$ cat config.mk
export PLATFORM = sky130hd
export DESIGN_NAME = mem_io_ctrl_flat
export DESIGN_NICKNAME = d
export VERILOG_FILES = /design/src/rtl/mem_io_ctrl_if.sv /design/src/rtl/mem_io_ctrl.sv /design/src/flat_wrapper.sv
export SDC_FILE = /design/constraint.sdc
export NUM_CORES = 1
export LEC_CHECK = 0
export ABC_AREA = 1
export CAP_MARGIN = 30
export CORE_AREA = 2 2 93 113
export CTS_CLUSTER_SIZE = 12
export DETAILED_ROUTE_END_ITERATION = 8
export DIE_AREA = 0 0 95 115
export GPL_TIMING_DRIVEN = 0
export HOLD_SLACK_MARGIN = 0.08
export PLACE_DENSITY = 0.78
export SLEW_MARGIN = 20
export SYNTH_ARGS = -nofsm -noshare
export SYNTH_HDL_FRONTEND = slang
export SYNTH_SLANG_ARGS = --single-unit
$ cat constraint.sdc
create_clock -name Clk -period 1.3 [get_ports Clk]
set_input_delay 0.13 -clock Clk [delete_from_list [all_inputs] [get_ports Clk]]
set_output_delay 0.13 -clock Clk [all_outputs]
set_load 0.01 [all_outputs]
$ cat src/rtl/mem_io_ctrl_if.sv
// Bus bundle between the SLC-3 datapath/control unit, the bridge and the external SRAM.
// The bridge takes the master modport; the datapath/SRAM side takes the slave modport.
interface mem_io_ctrl_if;
    logic [15:0] MAR;
    logic [15:0] MDR;
    logic        MEM_OE;
    logic        MEM_WE;
    logic [15:0] SW;
    logic [15:0] Data_from_SRAM;
    logic [15:0] Data_to_SRAM;
    logic [19:0] SRAM_ADDR;
    logic        SRAM_CE_N;
    logic        SRAM_OE_N;
    logic        SRAM_WE_N;
    logic [15:0] MDR_In;
    logic        R;
    logic [15:0] HEX_DATA;

    modport master (
        input  MAR, MDR, MEM_OE, MEM_WE, SW, Data_from_SRAM,
        output Data_to_SRAM, SRAM_ADDR, SRAM_CE_N, SRAM_OE_N, SRAM_WE_N,
               MDR_In, R, HEX_DATA
    );

    modport slave (
        output MAR, MDR, MEM_OE, MEM_WE, SW, Data_from_SRAM,
        input  Data_to_SRAM, SRAM_ADDR, SRAM_CE_N, SRAM_OE_N, SRAM_WE_N,
               MDR_In, R, HEX_DATA
    );
endinterface

$ cat src/rtl/mem_io_ctrl.sv
// SLC-3 memory/I-O bridge: times SRAM strobes for WAIT_CYCLES cycles, maps IO_ADDR
// onto switches (read) and the hex-display register (write), and raises R when done.
module mem_io_ctrl #(
    parameter int unsigned WAIT_CYCLES = 2,
    parameter logic [15:0] IO_ADDR     = 16'hFFFF
) (
    input  logic          Clk,
    input  logic          Reset,
    mem_io_ctrl_if.master bus
);

    typedef enum logic [1:0] {IDLE, ACCESS, DONE} state_t;

    localparam logic [3:0] W_LOAD = 4'(WAIT_CYCLES - 1);

    state_t     r_state;
    logic [3:0] r_count;
    logic       r_isWrite;

    logic w_request;
    logic w_isIo;

    assign w_request = bus.MEM_OE | bus.MEM_WE;
    assign w_isIo    = (bus.MAR == IO_ADDR);

    always_ff @(posedge Clk) begin
        if (!Reset) begin
            r_state          <= IDLE;
            r_count          <= 4'd0;
            r_isWrite        <= 1'b0;
            bus.MDR_In       <= 16'h0000;
            bus.HEX_DATA     <= 16'h0000;
            bus.R            <= 1'b0;
            bus.SRAM_CE_N    <= 1'b1;
            bus.SRAM_OE_N    <= 1'b1;
            bus.SRAM_WE_N    <= 1'b1;
            bus.Data_to_SRAM <= 16'h0000;
            bus.SRAM_ADDR    <= 20'h00000;
        end else begin
            case (r_state)
                IDLE: begin
                    if (w_request) begin
                        if (w_isIo) begin
                            if (bus.MEM_WE) bus.HEX_DATA <= bus.MDR;
                            else            bus.MDR_In   <= bus.SW;
                            bus.R   <= 1'b1;
                            r_state <= DONE;
                        end else begin
                            // Write wins when both requests are raised together.
                            r_isWrite        <= bus.MEM_WE;
                            bus.SRAM_ADDR    <= {4'b0000, bus.MAR};
                            bus.Data_to_SRAM <= bus.MDR;
                            r_count          <= W_LOAD;
                            bus.SRAM_CE_N    <= 1'b0;
                            bus.SRAM_OE_N    <= bus.MEM_WE;
                            bus.SRAM_WE_N    <= ~bus.MEM_WE;
                            r_state          <= ACCESS;
                        end
                    end
                end
                ACCESS: begin
                    if (r_count == 4'd0) begin
                        if (!r_isWrite) bus.MDR_In <= bus.Data_from_SRAM;
                        bus.SRAM_CE_N <= 1'b1;
                        bus.SRAM_OE_N <= 1'b1;
                        bus.SRAM_WE_N <= 1'b1;
                        bus.R         <= 1'b1;
                        r_state       <= DONE;
                    end else begin
                        r_count <= r_count - 4'd1;
                    end
                end
                DONE: begin
                    // Hold R until control drops both requests, so one request means one access.
                    if (!bus.MEM_OE && !bus.MEM_WE) begin
                        bus.R   <= 1'b0;
                        r_state <= IDLE;
                    end
                end
                default: r_state <= IDLE;
            endcase
        end
    end

endmodule
$ cat src/flat_wrapper.sv
// flat-port wrapper written by rule: the top's interface ports become plain ports
module mem_io_ctrl_flat 
#(
    parameter int unsigned WAIT_CYCLES = 2,
    parameter logic [15:0] IO_ADDR     = 16'hFFFF
)
  (Clk, Reset, bus_MAR, bus_MDR, bus_MEM_OE, bus_MEM_WE, bus_SW, bus_Data_from_SRAM, bus_Data_to_SRAM, bus_SRAM_ADDR, bus_SRAM_CE_N, bus_SRAM_OE_N, bus_SRAM_WE_N, bus_MDR_In, bus_R, bus_HEX_DATA);
  mem_io_ctrl_if bus_i ();
  input  logic Clk;
  input  logic Reset;
  input wire logic [$bits(bus_i.MAR)-1:0] bus_MAR;
  input wire logic [$bits(bus_i.MDR)-1:0] bus_MDR;
  input wire logic [$bits(bus_i.MEM_OE)-1:0] bus_MEM_OE;
  input wire logic [$bits(bus_i.MEM_WE)-1:0] bus_MEM_WE;
  input wire logic [$bits(bus_i.SW)-1:0] bus_SW;
  input wire logic [$bits(bus_i.Data_from_SRAM)-1:0] bus_Data_from_SRAM;
  output wire logic [$bits(bus_i.Data_to_SRAM)-1:0] bus_Data_to_SRAM;
  output wire logic [$bits(bus_i.SRAM_ADDR)-1:0] bus_SRAM_ADDR;
  output wire logic [$bits(bus_i.SRAM_CE_N)-1:0] bus_SRAM_CE_N;
  output wire logic [$bits(bus_i.SRAM_OE_N)-1:0] bus_SRAM_OE_N;
  output wire logic [$bits(bus_i.SRAM_WE_N)-1:0] bus_SRAM_WE_N;
  output wire logic [$bits(bus_i.MDR_In)-1:0] bus_MDR_In;
  output wire logic [$bits(bus_i.R)-1:0] bus_R;
  output wire logic [$bits(bus_i.HEX_DATA)-1:0] bus_HEX_DATA;
  assign bus_i.MAR = bus_MAR;
  assign bus_i.MDR = bus_MDR;
  assign bus_i.MEM_OE = bus_MEM_OE;
  assign bus_i.MEM_WE = bus_MEM_WE;
  assign bus_i.SW = bus_SW;
  assign bus_i.Data_from_SRAM = bus_Data_from_SRAM;
  assign bus_Data_to_SRAM = bus_i.Data_to_SRAM;
  assign bus_SRAM_ADDR = bus_i.SRAM_ADDR;
  assign bus_SRAM_CE_N = bus_i.SRAM_CE_N;
  assign bus_SRAM_OE_N = bus_i.SRAM_OE_N;
  assign bus_SRAM_WE_N = bus_i.SRAM_WE_N;
  assign bus_MDR_In = bus_i.MDR_In;
  assign bus_R = bus_i.R;
  assign bus_HEX_DATA = bus_i.HEX_DATA;
  mem_io_ctrl #(.WAIT_CYCLES(WAIT_CYCLES), .IO_ADDR(IO_ADDR)) u_core (.Clk(Clk), .Reset(Reset), .bus(bus_i));
endmodule
==> summary.md, run 1 <==
## Outcome
* finished, violations left — run status
* negative setup slack — violations in the final reports

## Drt
* 4 — Detailed Routing Iterations Pass 1
* 0 — post-detailed-route count of antenna-violating nets
* 3828 — vias after detailed routing
* 0 — # DRC
* 11.4 mm — post-detailed-routing wire length
* 157 — initial drt markers
* 14.2 µm — average detailed-routed wire length per instance
* 4.74 — detailed-route vias per instance

## Timing
* 0.00605 ns — final clock skew
* 0.196 ns — smallest hold slack
* 0.631 ns — slew of the pin with the lowest slew margin
* 0.580 — relative max-transition margin
* 0 — Final Max Tran Viols
* -0.0858 ns — Setup WS post-layout
* 722 MHz — max frequency
* 1.39 ns — time the final worst path needs with I/O delays and setup
* 0 — final hold violation count
* 1.07 — share of the cycle needed by the critical path after routing
* 64 — Finish-stage setup viols
* yes — setup repair after global routing missed its margin

## Pwr
* 0.834 mV — Max rail drop VDD
* 1660 mW/mm² — Power Density
* 0.264 — clock group share of total power
* 6.43 mW — Internal Pwr Total
* 3.49 mW — switching component of the power
* 2.89 nW — static leakage
* 0.352 — switching fraction of total power
* 0.442 — share of power burned in combinational logic
* 9.92 mW — Pwr Total
* 0.294 — sequential group share of total power

## GRT
* 0.198 — overall track demand over capacity in global routing
* 13 — maximum number of pins on one net before global-route repair
* 0 — Congestion Overflow GR
* 3688 — number of global-route vias before repair
* 16.9 mm — global-route wire length before repair
* 0 — number of antenna violations at the first check in global routing

## Hold path
* input pin to flop — Tightest Hold Check Type

## Clocking
* sky130_fd_sc_hd__clkbuf_16 — root cell of the clock tree
* 75 — clock sink total
* 0 — number of buffers inserted by hold repair at cts
* 3 — CTS HTree Levels
* 9 — number of CTS-inserted buffers
* done — TritonCTS clock tree
* 0.33 ns — clock latency at the later pin of the worst-skew pair
* 2 — number of buffers on the longest clock path
* 0.06 ns — clock input transition at the sequential cells of the worst setup and hold paths

## Floorplan
* 140 — count of boundary I/O pins
* 0.00986 mm² — core area
* 0.0109 mm² — full die area
* 0.342 — initial core utilization
* 40 — # rows
* 95 µm — x dimension of the die
* 115 µm — die height

## Synth
* 75 — flip-flop and latch count after synthesis
* 498 — post-synthesis cell count
* 24 — Netlist cell types
* 0 — total of warnings raised by yosys
* 0.00338 mm² — Post-Syn Area
* 6.78 µm² — post-synthesis average cell area
* 0.445 — fraction of the yosys area taken by sequential cells

## Layout
* 77.2% — relative area change from synthesis to final layout
* 0.262 — fraction of layout instances using a drive strength above 1
* 0 — number of antenna cells inserted
* 748 — number of nets in the layout
* 0.607 — fin util

## Worst setup path
* sky130_fd_sc_hd__dfxtp_4 — Slowest-stage cell, CP
* 1.56 ns — data required time of the critical path
* nor2_4, o21ai_4, buf_12, nor2_4, buf_6, buf_6, nand2_1, a21oi_2 — worst path cell trace
* 3 — worst path buffer plus inverter count
* flop — kind of start point of the critical path
* buffers and inverters — Top delay family on crit path
* 0.37 ns — CP max stage delay
* 5 — maximum net fanout on the critical path
* flop — kind of end point of the critical path
* flop to flop — worst setup path category
* 1.65 ns — endpoint arrival time on the critical path

## Place
* 0.789 — last weighted congestion value of the routability-driven placer
* -0.827 ns — dpl ws
* 135 — Buffers on Ports
* 7.26 mm — Detail Placement HPWL

## Run
* 0 — max capacitance violation total

## sequential cells by signal (all words and copies together), names as in the netlist
| register | count |
|---|---|
| u_core.bus.SRAM_CE_N | 1 |
| u_core.bus.SRAM_ADDR | 16 |
| u_core.bus.R | 1 |
| u_core.bus.HEX_DATA | 16 |
| u_core.r_count | 4 |
| u_core.bus.SRAM_OE_N | 1 |
| u_core.r_isWrite | 1 |
| u_core.r_state | 2 |
| u_core.bus.SRAM_WE_N | 1 |
| u_core.bus.Data_to_SRAM | 16 |
| u_core.bus.MDR_In | 16 |
## power by group through the flow
| stage | clock (mW) | combinational, mW | sequential (mW) |
|---|---|---|---|
| finish | 2.62 | 4.38 | 2.92 |
| global route | 2.77 | 4.75 | 2.95 |
| CTS | 2.66 | 3.79 | 2.90 |
| detailed placement | 0 | 3.23 | 2.95 |
| global placement | 0 | 3.16 | 2.94 |
| floorplan | 0 | 1.79 | 3.09 |
## through the flow
step / TNS, ns / cell area, µm² / instances
after global placement: -41.84 / 4940 / 762
after global routing: -8.38 / 5980 / 808
after CTS: -2.14 / 5560 / 802
after detailed placement: -44.68 / 4940 / 762
final: -3.30 / 5980 / 808
after floorplan: -0.0273 / 3430 / 501
## layer usage
metal	part of all wire	wire [µm]	vias up	track usage
li1	-	-	1891	-
met1	0.38	4370	1780	0.205
met2	0.52	5990	131	0.369
met3	0.070	798	26	0.0623
met4	0.026	298	0	0.0754
met5	0	0	-	0
## cell type report
cell class / count / area (µm²)
timing repair buffer: 166 / 1630
fill: 844 / 3880
sequential: 75 / 1510
buffer: 27 / 240
clock buffer: 11 / 233
clock inverter: 4 / 76.3
tap: 126 / 158
multi-input combinational: 339 / 1900
inverter: 60 / 233
## cell usage after synthesis
cell type                  instances  area share
sky130_fd_sc_hd__ha_1              2      0.0074
sky130_fd_sc_hd__inv_1            48       0.053
sky130_fd_sc_hd__o21ai_1           2      0.0030
sky130_fd_sc_hd__clkbuf_1          9       0.010
sky130_fd_sc_hd__nor2_2            4      0.0074
sky130_fd_sc_hd__nand2_2          12       0.022
sky130_fd_sc_hd__nand2_1         164        0.18
sky130_fd_sc_hd__nor2_1           60       0.067
sky130_fd_sc_hd__buf_6             1      0.0033
sky130_fd_sc_hd__o211ai_1          1      0.0022
sky130_fd_sc_hd__buf_4             5       0.011
sky130_fd_sc_hd__nor2_4            2      0.0067
sky130_fd_sc_hd__buf_2            12       0.018
sky130_fd_sc_hd__conb_1            1      0.0011
sky130_fd_sc_hd__inv_2            12       0.013
sky130_fd_sc_hd__o21ai_0          17       0.025
sky130_fd_sc_hd__a21oi_1          41       0.061
sky130_fd_sc_hd__nand4_1          17       0.032
sky130_fd_sc_hd__nand3_4           1      0.0052
sky130_fd_sc_hd__o21ai_4           1      0.0048
sky130_fd_sc_hd__nand3_2           1      0.0030
sky130_fd_sc_hd__dfxtp_1          75        0.44
sky130_fd_sc_hd__nand2_4           1      0.0033
sky130_fd_sc_hd__nand3_1           9       0.013
## tightest hold or removal path: stages
cell and delay [ns]:
sky130_fd_sc_hd__dlygate4sd2_1 0.24, sky130_fd_sc_hd__nand2_1 0.06, sky130_fd_sc_hd__a21oi_1 0.05
## worst paths after layout
kind | start | endpoint | slack, ns | cells past startpoint
max | u_core.r_state[1] | u_core.bus.Data_to_SRAM[4] | -0.09 | 8
min | bus_MAR[1] | u_core.bus.SRAM_ADDR[1] | 0.20 | 3
max reg2reg | u_core.r_state[1] | u_core.bus.Data_to_SRAM[4] | -0.09 | 8
min reg2reg | u_core.bus.SRAM_WE_N | u_core.bus.SRAM_WE_N | 0.45 | 2
## logic make-up after synthesis
kind of cell / synth area share
other: 0.00111
DFF: 0.445
and+or+nand+nor: 0.342
adders and majority gates: 0.00741
buffers and inverters: 0.109
AOI/OAI and AO/OA: 0.0960
## timing repair
| action | in CTS | in global routing |
|---|---|---|
| pin swaps | 25 | 32 |
| endpoints found under the setup margin | 143 | 73 |
| resized for setup | 147 | 92 |
| buffers inserted | 20 | 4 |
| cloned | 5 | 3 |
## layout by cell type (no fill, tap or decap), drive strengths merged
cell / synthesis / routed
inv: 60 / 60
clkinv: 0 / 1
clkdlybuf4s50: 0 / 50
clkinvlp: 0 / 1
nand3: 11 / 11
buf: 18 / 47
clkbuf: 9 / 21
nand4: 17 / 17
conb: 1 / 4
o21ai: 20 / 20
o211ai: 1 / 1
bufinv: 0 / 2
ha: 2 / 2
dlygate4sd2: 0 / 85
nor2: 66 / 66
dfxtp: 75 / 75
bufbuf: 0 / 1
nand2: 177 / 177
a21oi: 41 / 41
No activity file was read; power rests on OpenSTA's default activity.
==> run 2, diff against run 1 <==
--- a/config.mk
+++ b/config.mk
@@ -7,13 +7,15 @@
 export LEC_CHECK = 0
 export ABC_AREA = 1
 export CAP_MARGIN = 30
-export CORE_AREA = 2 2 93 113
+export CELL_PAD_IN_SITES_DETAIL_PLACEMENT = 1
+export CELL_PAD_IN_SITES_GLOBAL_PLACEMENT = 2
+export CORE_AREA = 2 2 122 148
 export CTS_CLUSTER_SIZE = 12
 export DETAILED_ROUTE_END_ITERATION = 8
-export DIE_AREA = 0 0 95 115
+export DIE_AREA = 0 0 124 150
 export GPL_TIMING_DRIVEN = 0
 export HOLD_SLACK_MARGIN = 0.08
-export PLACE_DENSITY = 0.78
+export PLACE_DENSITY = 0.85
 export SLEW_MARGIN = 20
 export SYNTH_ARGS = -nofsm -noshare
 export SYNTH_HDL_FRONTEND = slang
==> run 2 against run 1 <==
The flow still finishes with violations (negative setup slack). Hold slack got worse by 0.0010 ns. Total power decreased by 2.0%. Non-clock buffer count unchanged. Critical path depth decreased by 1. Largest cell class unchanged.
==> summary.md, run 2 (synthesis results as in run 1) <==
## Clocking
* sky130_fd_sc_hd__clkbuf_16 — root cell of the clock tree, unchanged
* 75 — clock sink total, unchanged
* done — TritonCTS clock tree, unchanged
* 0.34 ns — clock latency at the later pin of the worst-skew pair, was 0.33 ns
* 0.07 ns — clock input transition at the sequential cells of the worst setup and hold paths, was 0.06 ns
* 3 — CTS HTree Levels, unchanged
* 2 — number of buffers on the longest clock path, unchanged
* 9 — number of CTS-inserted buffers, unchanged
* 0 — number of buffers inserted by hold repair at cts, unchanged

## Drt
* 846 µm — routed length on met3, was 798 µm
* 14.0 µm — average detailed-routed wire length per instance, was 14.2 µm
* 0 — post-detailed-route count of antenna-violating nets, unchanged
* 5.07 mm — DRT met1 WL, was 4.37 mm
* 3662 — vias after detailed routing, was 3828
* 0 — # DRC, unchanged
* 6.61 mm — met2 wire length, was 5.99 mm
* 4.05 — detailed-route vias per instance, was 4.74
* 6 — Detailed Routing Iterations Pass 1, was 4
* 88 — initial drt markers, was 157
* met4 — Max Used Layer, unchanged
* 12.7 mm — post-detailed-routing wire length, was 11.4 mm

## Layout
* sky130_fd_sc_hd__nand2_1, sky130_fd_sc_hd__dlygate4sd2_1, sky130_fd_sc_hd__dfxtp_1, sky130_fd_sc_hd__clkdlybuf4s50_1, sky130_fd_sc_hd__nor2_1 — highest-count cells in the layout ignoring fill and taps, was sky130_fd_sc_hd__nand2_1, sky130_fd_sc_hd__dlygate4sd2_1, sky130_fd_sc_hd__dfxtp_1, sky130_fd_sc_hd__clkdlybuf4s50_1, sky130_fd_sc_hd__inv_1
* 2100 — filler instances, was 844
* 748 — number of nets in the layout, unchanged
* 83.5% — relative area change from synthesis to final layout, was 77.2%
* 0.00620 mm² — final instance area, was 0.00598 mm²
* sky130_fd_sc_hd__nand2_1 — most frequent standard cell in the layout excluding fill and tap cells, unchanged
* 0.318 — fraction of layout instances using a drive strength above 1, was 0.262

## GRT
* 3687 — number of global-route vias before repair, was 3688
* 1 — number of antenna violations at the first check in global routing, was 0
* 16 — maximum number of pins on one net before global-route repair, was 13
* 0.134 — overall track demand over capacity in global routing, was 0.198
* 0 — Congestion Overflow GR, unchanged
* 19.0 mm — global-route wire length before repair, was 16.9 mm

## Timing
* 739 MHz — max frequency, was 722 MHz
* 0.740 ns — slew of the pin with the lowest slew margin, was 0.631 ns
* -0.0524 ns — Setup WS post-layout, was -0.0858 ns
* 0 — Final Max Tran Viols, unchanged
* yes — setup repair after global routing missed its margin, unchanged
* 56 — Finish-stage setup viols, was 64
* 1.04 — share of the cycle needed by the critical path after routing, was 1.07
* 1.35 ns — time the final worst path needs with I/O delays and setup, was 1.39 ns
* 0 — final hold violation count, unchanged
* 0.00934 ns — final clock skew, was 0.00605 ns
* 0.507 — relative max-transition margin, was 0.580
* 0.195 ns — smallest hold slack, was 0.196 ns

## Pwr
* 1570 mW/mm² — Power Density, was 1660 mW/mm²
* 0.377 — switching fraction of total power, was 0.352
* 6.05 mW — Internal Pwr Total, was 6.43 mW
* 0.298 — sequential group share of total power, was 0.294
* 0.248 — clock group share of total power, was 0.264
* 2.97 nW — static leakage, was 2.89 nW
* 3.67 mW — switching component of the power, was 3.49 mW
* 0.743 mV — Max rail drop VDD, was 0.834 mV
* 0.454 — share of power burned in combinational logic, was 0.442

## Floorplan
* 150 µm — die height, was 115 µm
* 0.196 — initial core utilization, was 0.342
* 124 µm — x dimension of the die, was 95 µm
* 0.0172 mm² — core area, was 0.00986 mm²
* 53 — # rows, was 40
* 140 — count of boundary I/O pins, unchanged
* 0.0186 mm² — full die area, was 0.0109 mm²

## Worst setup path
* sky130_fd_sc_hd__dfxtp_4 — Slowest-stage cell, CP, unchanged
* 5 — maximum net fanout on the critical path, unchanged
* 1.62 ns — endpoint arrival time on the critical path, was 1.65 ns
* flop to flop — worst setup path category, unchanged
* flop — kind of start point of the critical path, unchanged
* flop — kind of end point of the critical path, unchanged
* 1.57 ns — data required time of the critical path, was 1.56 ns
* 0.37 ns — CP max stage delay, about the same
* nor2_4, nand2_2, nor2_4, buf_6, buf_6, o21ai_2, nor2_1 — worst path cell trace, was nor2_4, o21ai_4, buf_12, nor2_4, buf_6, buf_6, nand2_1, a21oi_2

## Hold path
* input pin to flop — Tightest Hold Check Type, unchanged

## Outcome
* negative setup slack — violations in the final reports, unchanged
* finished, violations left — run status, unchanged

## Run
* 0 — max capacitance violation total, unchanged

## Place
* 0.785 — last weighted congestion value of the routability-driven placer, was 0.789
* 0.00505 mm² — placed cell area, was 0.00494 mm²
* 8.70 mm — Detail Placement HPWL, was 7.26 mm
* 135 — Buffers on Ports, unchanged

-- run 2: cell types whose count changed in the layout (fill, tap and decap cells not counted), moves of 4 or more --
| cell | delta |
|---|---|
| sky130_fd_sc_hd__buf_4 | -4 |
| sky130_fd_sc_hd__o21ai_2 | +10 |
| sky130_fd_sc_hd__nand2_1 | -26 |
| sky130_fd_sc_hd__clkbuf_1 | -5 |
| sky130_fd_sc_hd__a21oi_2 | +12 |
| sky130_fd_sc_hd__nand2_4 | +10 |
| sky130_fd_sc_hd__nor2_2 | -6 |
| sky130_fd_sc_hd__a21oi_1 | -12 |
| sky130_fd_sc_hd__o21ai_0 | -10 |
| sky130_fd_sc_hd__nand2_2 | +16 |
| sky130_fd_sc_hd__nor2_1 | +12 |
| sky130_fd_sc_hd__nor2_4 | -6 |
-- run 2: path summary, 6_finish.rpt --
path                               start                     endpoint  slack (ns)  cells after the start
min reg2reg  u_core.bus.Data_to_SRAM[12]  u_core.bus.Data_to_SRAM[12]        0.46                      2
max reg2reg            u_core.r_state[1]      u_core.bus.HEX_DATA[11]       -0.05                      7
max                    u_core.r_state[1]      u_core.bus.HEX_DATA[11]       -0.05                      7
min                           bus_MAR[5]      u_core.bus.SRAM_ADDR[5]        0.19                      3
-- run 2: final cells by class --
cell class / instances / area [µm²] / share of cell area
multi-input combinational: 339 / 2030 / 0.327
timing repair buffer: 166 / 1590 / 0.257
sequential: 75 / 1510 / 0.244
tap: 220 / 275 / 0.0444
buffer: 27 / 272 / 0.0438
inverter: 60 / 230 / 0.0372
clock buffer: 9 / 225 / 0.0363
clock inverter: 7 / 58.8 / 0.00949
antenna: 1 / 2.50 / 0.000404
-- run 2: layer usage --
layer  vias up  global-route usage
met2        88               0.243
met5         -                   0
met3        14              0.0400
li1       1907                   -
met1      1653               0.151
met4         0              0.0354
-- run 2: stage by stage --
| step | power (mW) | setup TNS (ns) | utilization | setup WS, ns | std cells |
|---|---|---|---|---|---|
| CTS | 9.29 | -0.915 | 0.331 | -0.0531 | 896 |
| detailed placement | 6.30 | -53.40 | 0.293 | -0.981 | 856 |
| finish | 9.72 | -1.71 | 0.359 | -0.0524 | 904 |
| global route | 10.4 | -6.50 | 0.359 | -0.151 | 904 |
| floorplan | 4.87 | -0.0273 | - | -0.0273 | 501 |
| global placement | 6.26 | -51.09 | 0.293 | -0.953 | 856 |
-- run 2: critical path, delay by kind of cell, from the launching register on --
kind,cells,cell delay [ns]
compound gates,1,0.05
flops,1,0.37
buf+inv,2,0.27
simple gates,4,0.59
-- run 2: what timing repair did --
item                       in CTS  in global routing
gates resized for setup       176                126
buffers inserted               23                  5
pin swaps                      34                 66
cloned                          4                  2
setup endpoints to repair     143                 75
-- run 2: power groups by stage --
stage | combinational [mW] | clock [mW] | sequential [mW]
floorplan | 1.79 | 0 | 3.09
global placement | 3.33 | 0 | 2.94
detailed placement | 3.35 | 0 | 2.95
CTS | 3.89 | 2.50 | 2.90
global route | 4.88 | 2.59 | 2.95
finish | 4.41 | 2.41 | 2.90
==> run 3, diff against run 2 <==
--- a/config.mk
+++ b/config.mk
@@ -9,10 +9,10 @@
 export CAP_MARGIN = 30
 export CELL_PAD_IN_SITES_DETAIL_PLACEMENT = 1
 export CELL_PAD_IN_SITES_GLOBAL_PLACEMENT = 2
-export CORE_AREA = 2 2 122 148
+export CORE_AREA = 2 2 102 177
 export CTS_CLUSTER_SIZE = 12
 export DETAILED_ROUTE_END_ITERATION = 8
-export DIE_AREA = 0 0 124 150
+export DIE_AREA = 0 0 104 179
 export GPL_TIMING_DRIVEN = 0
 export HOLD_SLACK_MARGIN = 0.08
 export PLACE_DENSITY = 0.85
==> run 3 against run 2 <==
The flow still finishes with violations (negative setup slack). Highest routed layer unchanged. Via count up 3.0%. Sequential power is essentially flat. Register-to-register slack is essentially flat. Routed wire length is 8.3% higher. Largest power group unchanged. Combinational power rose by 5.0%. Non-clock buffer count grew 3. Global-route usage rose by 0.99 points. Clock skew hardly changed. Sequential cell count unchanged. First-iteration DRC count shrank 42%. Critical endpoint is now u_core.bus.Data_to_SRAM[7]. Total power is 2.6% higher. Design area increased by 2.0%.
==> summary.md, run 3 (synthesis results as in run 1) <==
## Timing
* 1.03 — share of the cycle needed by the critical path after routing, was 1.04
* -0.0431 ns — Setup WS post-layout, was -0.0524 ns
* 0 — final hold violation count, unchanged
* 1.34 ns — time the final worst path needs with I/O delays and setup, was 1.35 ns
* 38 — Finish-stage setup viols, was 56
* -0.730 ns — Setup TNS Final, was -1.71 ns
* yes — setup repair after global routing missed its margin, unchanged
* 745 MHz — max frequency, was 739 MHz
* 0 — Final Max Tran Viols, unchanged
* 0.00964 ns — final clock skew, was 0.00934 ns
* 0.708 ns — slew of the pin with the lowest slew margin, was 0.740 ns
* 0.528 — relative max-transition margin, was 0.507

## Floorplan
* 64 — # rows, was 53
* 140 — count of boundary I/O pins, unchanged
* 0.0186 mm² — full die area, about the same
* 0.0173 mm² — core area, was 0.0172 mm²
* 0.195 — initial core utilization, was 0.196
* 104 µm — x dimension of the die, was 124 µm
* 179 µm — die height, was 150 µm

## Drt
* 4 — Detailed Routing Iterations Pass 1, was 6
* 3771 — vias after detailed routing, was 3662
* 0 — post-detailed-route count of antenna-violating nets, unchanged
* 0 — # DRC, unchanged
* 15.0 µm — average detailed-routed wire length per instance, was 14.0 µm
* 13.7 mm — post-detailed-routing wire length, was 12.7 mm
* 51 — initial drt markers, was 88
* 4.11 — detailed-route vias per instance, was 4.05

## Clocking
* 2 — number of buffers on the longest clock path, unchanged
* sky130_fd_sc_hd__clkbuf_16 — root cell of the clock tree, unchanged
* 9 — number of CTS-inserted buffers, unchanged
* 0.34 ns — clock latency at the later pin of the worst-skew pair, about the same
* done — TritonCTS clock tree, unchanged
* 3 — CTS HTree Levels, unchanged
* 75 — clock sink total, unchanged
* 0.07 ns — clock input transition at the sequential cells of the worst setup and hold paths, about the same

## GRT
* 16 — maximum number of pins on one net before global-route repair, unchanged
* 0 — number of antenna violations at the first check in global routing, was 1
* 0.0320 — met3 Resource Use GR, was 0.0400
* 20.8 mm — global-route wire length before repair, was 19.0 mm
* 0.294 — met2 GRT Util, was 0.243
* 0.144 — overall track demand over capacity in global routing, was 0.134
* 0.138 — global-route met1 utilization, was 0.151
* 3895 — number of global-route vias before repair, was 3687
* met2 — gr busiest metal, unchanged
* 0 — Congestion Overflow GR, unchanged

## Worst setup path
* flop to flop — worst setup path category, unchanged
* u_core.r_state[0] — worst setup path startpoint, was u_core.r_state[1]
* -0.04 ns — setup slack, reg-to-reg, was -0.05 ns
* 1.62 ns — endpoint arrival time on the critical path, about the same
* 5 — maximum net fanout on the critical path, unchanged
* u_core.bus.Data_to_SRAM[7] — worst r2r dst, was u_core.bus.HEX_DATA[11]
* flop — kind of start point of the critical path, unchanged
* u_core.r_state[0] — startpoint of the lowest-slack register-to-register path, was u_core.r_state[1]
* 7 — depth of the worst register-to-register path, unchanged
* 1.57 ns — data required time of the critical path, about the same
* flop — kind of end point of the critical path, unchanged

## Layout
* sky130_fd_sc_hd__nand2_1, sky130_fd_sc_hd__dlygate4sd2_1, sky130_fd_sc_hd__dfxtp_1, sky130_fd_sc_hd__nor2_1, sky130_fd_sc_hd__clkdlybuf4s50_1 — highest-count cells in the layout ignoring fill and taps, was sky130_fd_sc_hd__nand2_1, sky130_fd_sc_hd__dlygate4sd2_1, sky130_fd_sc_hd__dfxtp_1, sky130_fd_sc_hd__clkdlybuf4s50_1, sky130_fd_sc_hd__nor2_1
* 751 — number of nets in the layout, was 748
* 2115 — filler instances, was 2100
* sky130_fd_sc_hd__nand2_1 — most frequent standard cell in the layout excluding fill and tap cells, unchanged
* 917 — final cell count without fillers, was 904
* 0.00151 mm² — flip-flop and latch area, unchanged
* 87.2% — relative area change from synthesis to final layout, was 83.5%
* 0.340 — fraction of layout instances using a drive strength above 1, was 0.318
* 0.00202 mm² — Multi-input gate area, was 0.00203 mm²
* 0 — number of antenna cells inserted, was 1

## Place
* 867 — placed insts, was 856
* 9.60 mm — Detail Placement HPWL, was 8.70 mm
* 0.732 — last weighted congestion value of the routability-driven placer, was 0.785
* 135 — Buffers on Ports, unchanged

## Outcome
* finished, violations left — run status, unchanged
* negative setup slack — violations in the final reports, unchanged

## Hold path
* input pin to flop — Tightest Hold Check Type, unchanged
* u_core.bus.SRAM_ADDR[14] — endpoint with the worst hold slack, was u_core.bus.SRAM_ADDR[5]
* 3 — depth of the worst hold-timing path, unchanged
* bus_MAR[14] — hold_sp, was bus_MAR[5]

## Run
* 0 — max capacitance violation total, unchanged

## Pwr
* 0.650 mV — Max rail drop VDD, was 0.743 mV
* 2.99 nW — static leakage, was 2.97 nW
* 1580 mW/mm² — Power Density, was 1570 mW/mm²

[run 3: cell types whose count changed in the layout (fill, tap and decap cells not counted), sizes merged]
cell / delta
clkbuf: +2
buf: +1
diode: -1
dlygate4sd2: -1
dlygate4sd3: +1
[run 3: stage by stage]
stage | hold WS, ns | power [mW] | util | cell area (µm²) | worst slack, ns
after floorplan | 0.265 | 4.87 | - | 3430 | -0.0273
after global placement | 0.448 | 6.32 | 0.293 | 5070 | -0.935
after detailed placement | 0.455 | 6.38 | 0.293 | 5070 | -0.948
after CTS | 0.183 | 9.60 | 0.339 | 5860 | -0.0645
after global routing | 0.195 | 10.6 | 0.365 | 6320 | -0.123
final | 0.201 | 9.97 | 0.365 | 6320 | -0.0431
[run 3: timing repair]
item                       in CTS  in global routing
setup buffers                  25                  2
setup endpoints to repair     143                 75
hold buffers                    0                  1
gates resized for setup       184                129
gates cloned                    5                  2
pin swaps                      40                 45
hold endpoints to repair        0                  1
[run 3: per-layer routing]
metal	wire (µm)	part of all wire
met1	4800	0.35
met4	269	0.020
met3	565	0.041
met2	8100	0.59
met5	0	0
[run 3: worst max-delay path by stage]
stage	end	slack [ns]	cells past startpoint
detailed placement	u_core.bus.HEX_DATA[0]	-0.95	11
finish	u_core.bus.Data_to_SRAM[7]	-0.04	7
floorplan	u_core.bus.SRAM_CE_N	-0.03	9
global route	u_core.bus.SRAM_OE_N	-0.12	7
CTS	u_core.bus.MDR_In[4]	-0.06	10
global placement	u_core.bus.HEX_DATA[3]	-0.94	11
[run 3: power breakdown]
part | internal (mW) | leakage, nW | switching, mW
Clock | 1.32 | 0.133 | 1.11
Sequential | 2.69 | 0.617 | 0.220
Combinational | 2.16 | 2.24 | 2.47
Total | 6.17 | 2.99 | 3.80
[run 3: worst max-delay path: stages, from the launching register on]
cell and delay (ns):
sky130_fd_sc_hd__dfxtp_4 0.36, sky130_fd_sc_hd__nor2_4 0.19, sky130_fd_sc_hd__o21ai_4 0.10, sky130_fd_sc_hd__nor2_4 0.16
sky130_fd_sc_hd__buf_6 0.15, sky130_fd_sc_hd__buf_8 0.14, sky130_fd_sc_hd__nand2_2 0.06, sky130_fd_sc_hd__a21oi_2 0.12
[run 3: final cells by class]
cell class,instances,area share
buffer,27,0.0483
clock inverter,7,0.00931
inverter,60,0.0368
sequential,75,0.239
timing repair buffer,169,0.265
clock buffer,9,0.0356
tap,231,0.0457
multi-input combinational,339,0.320
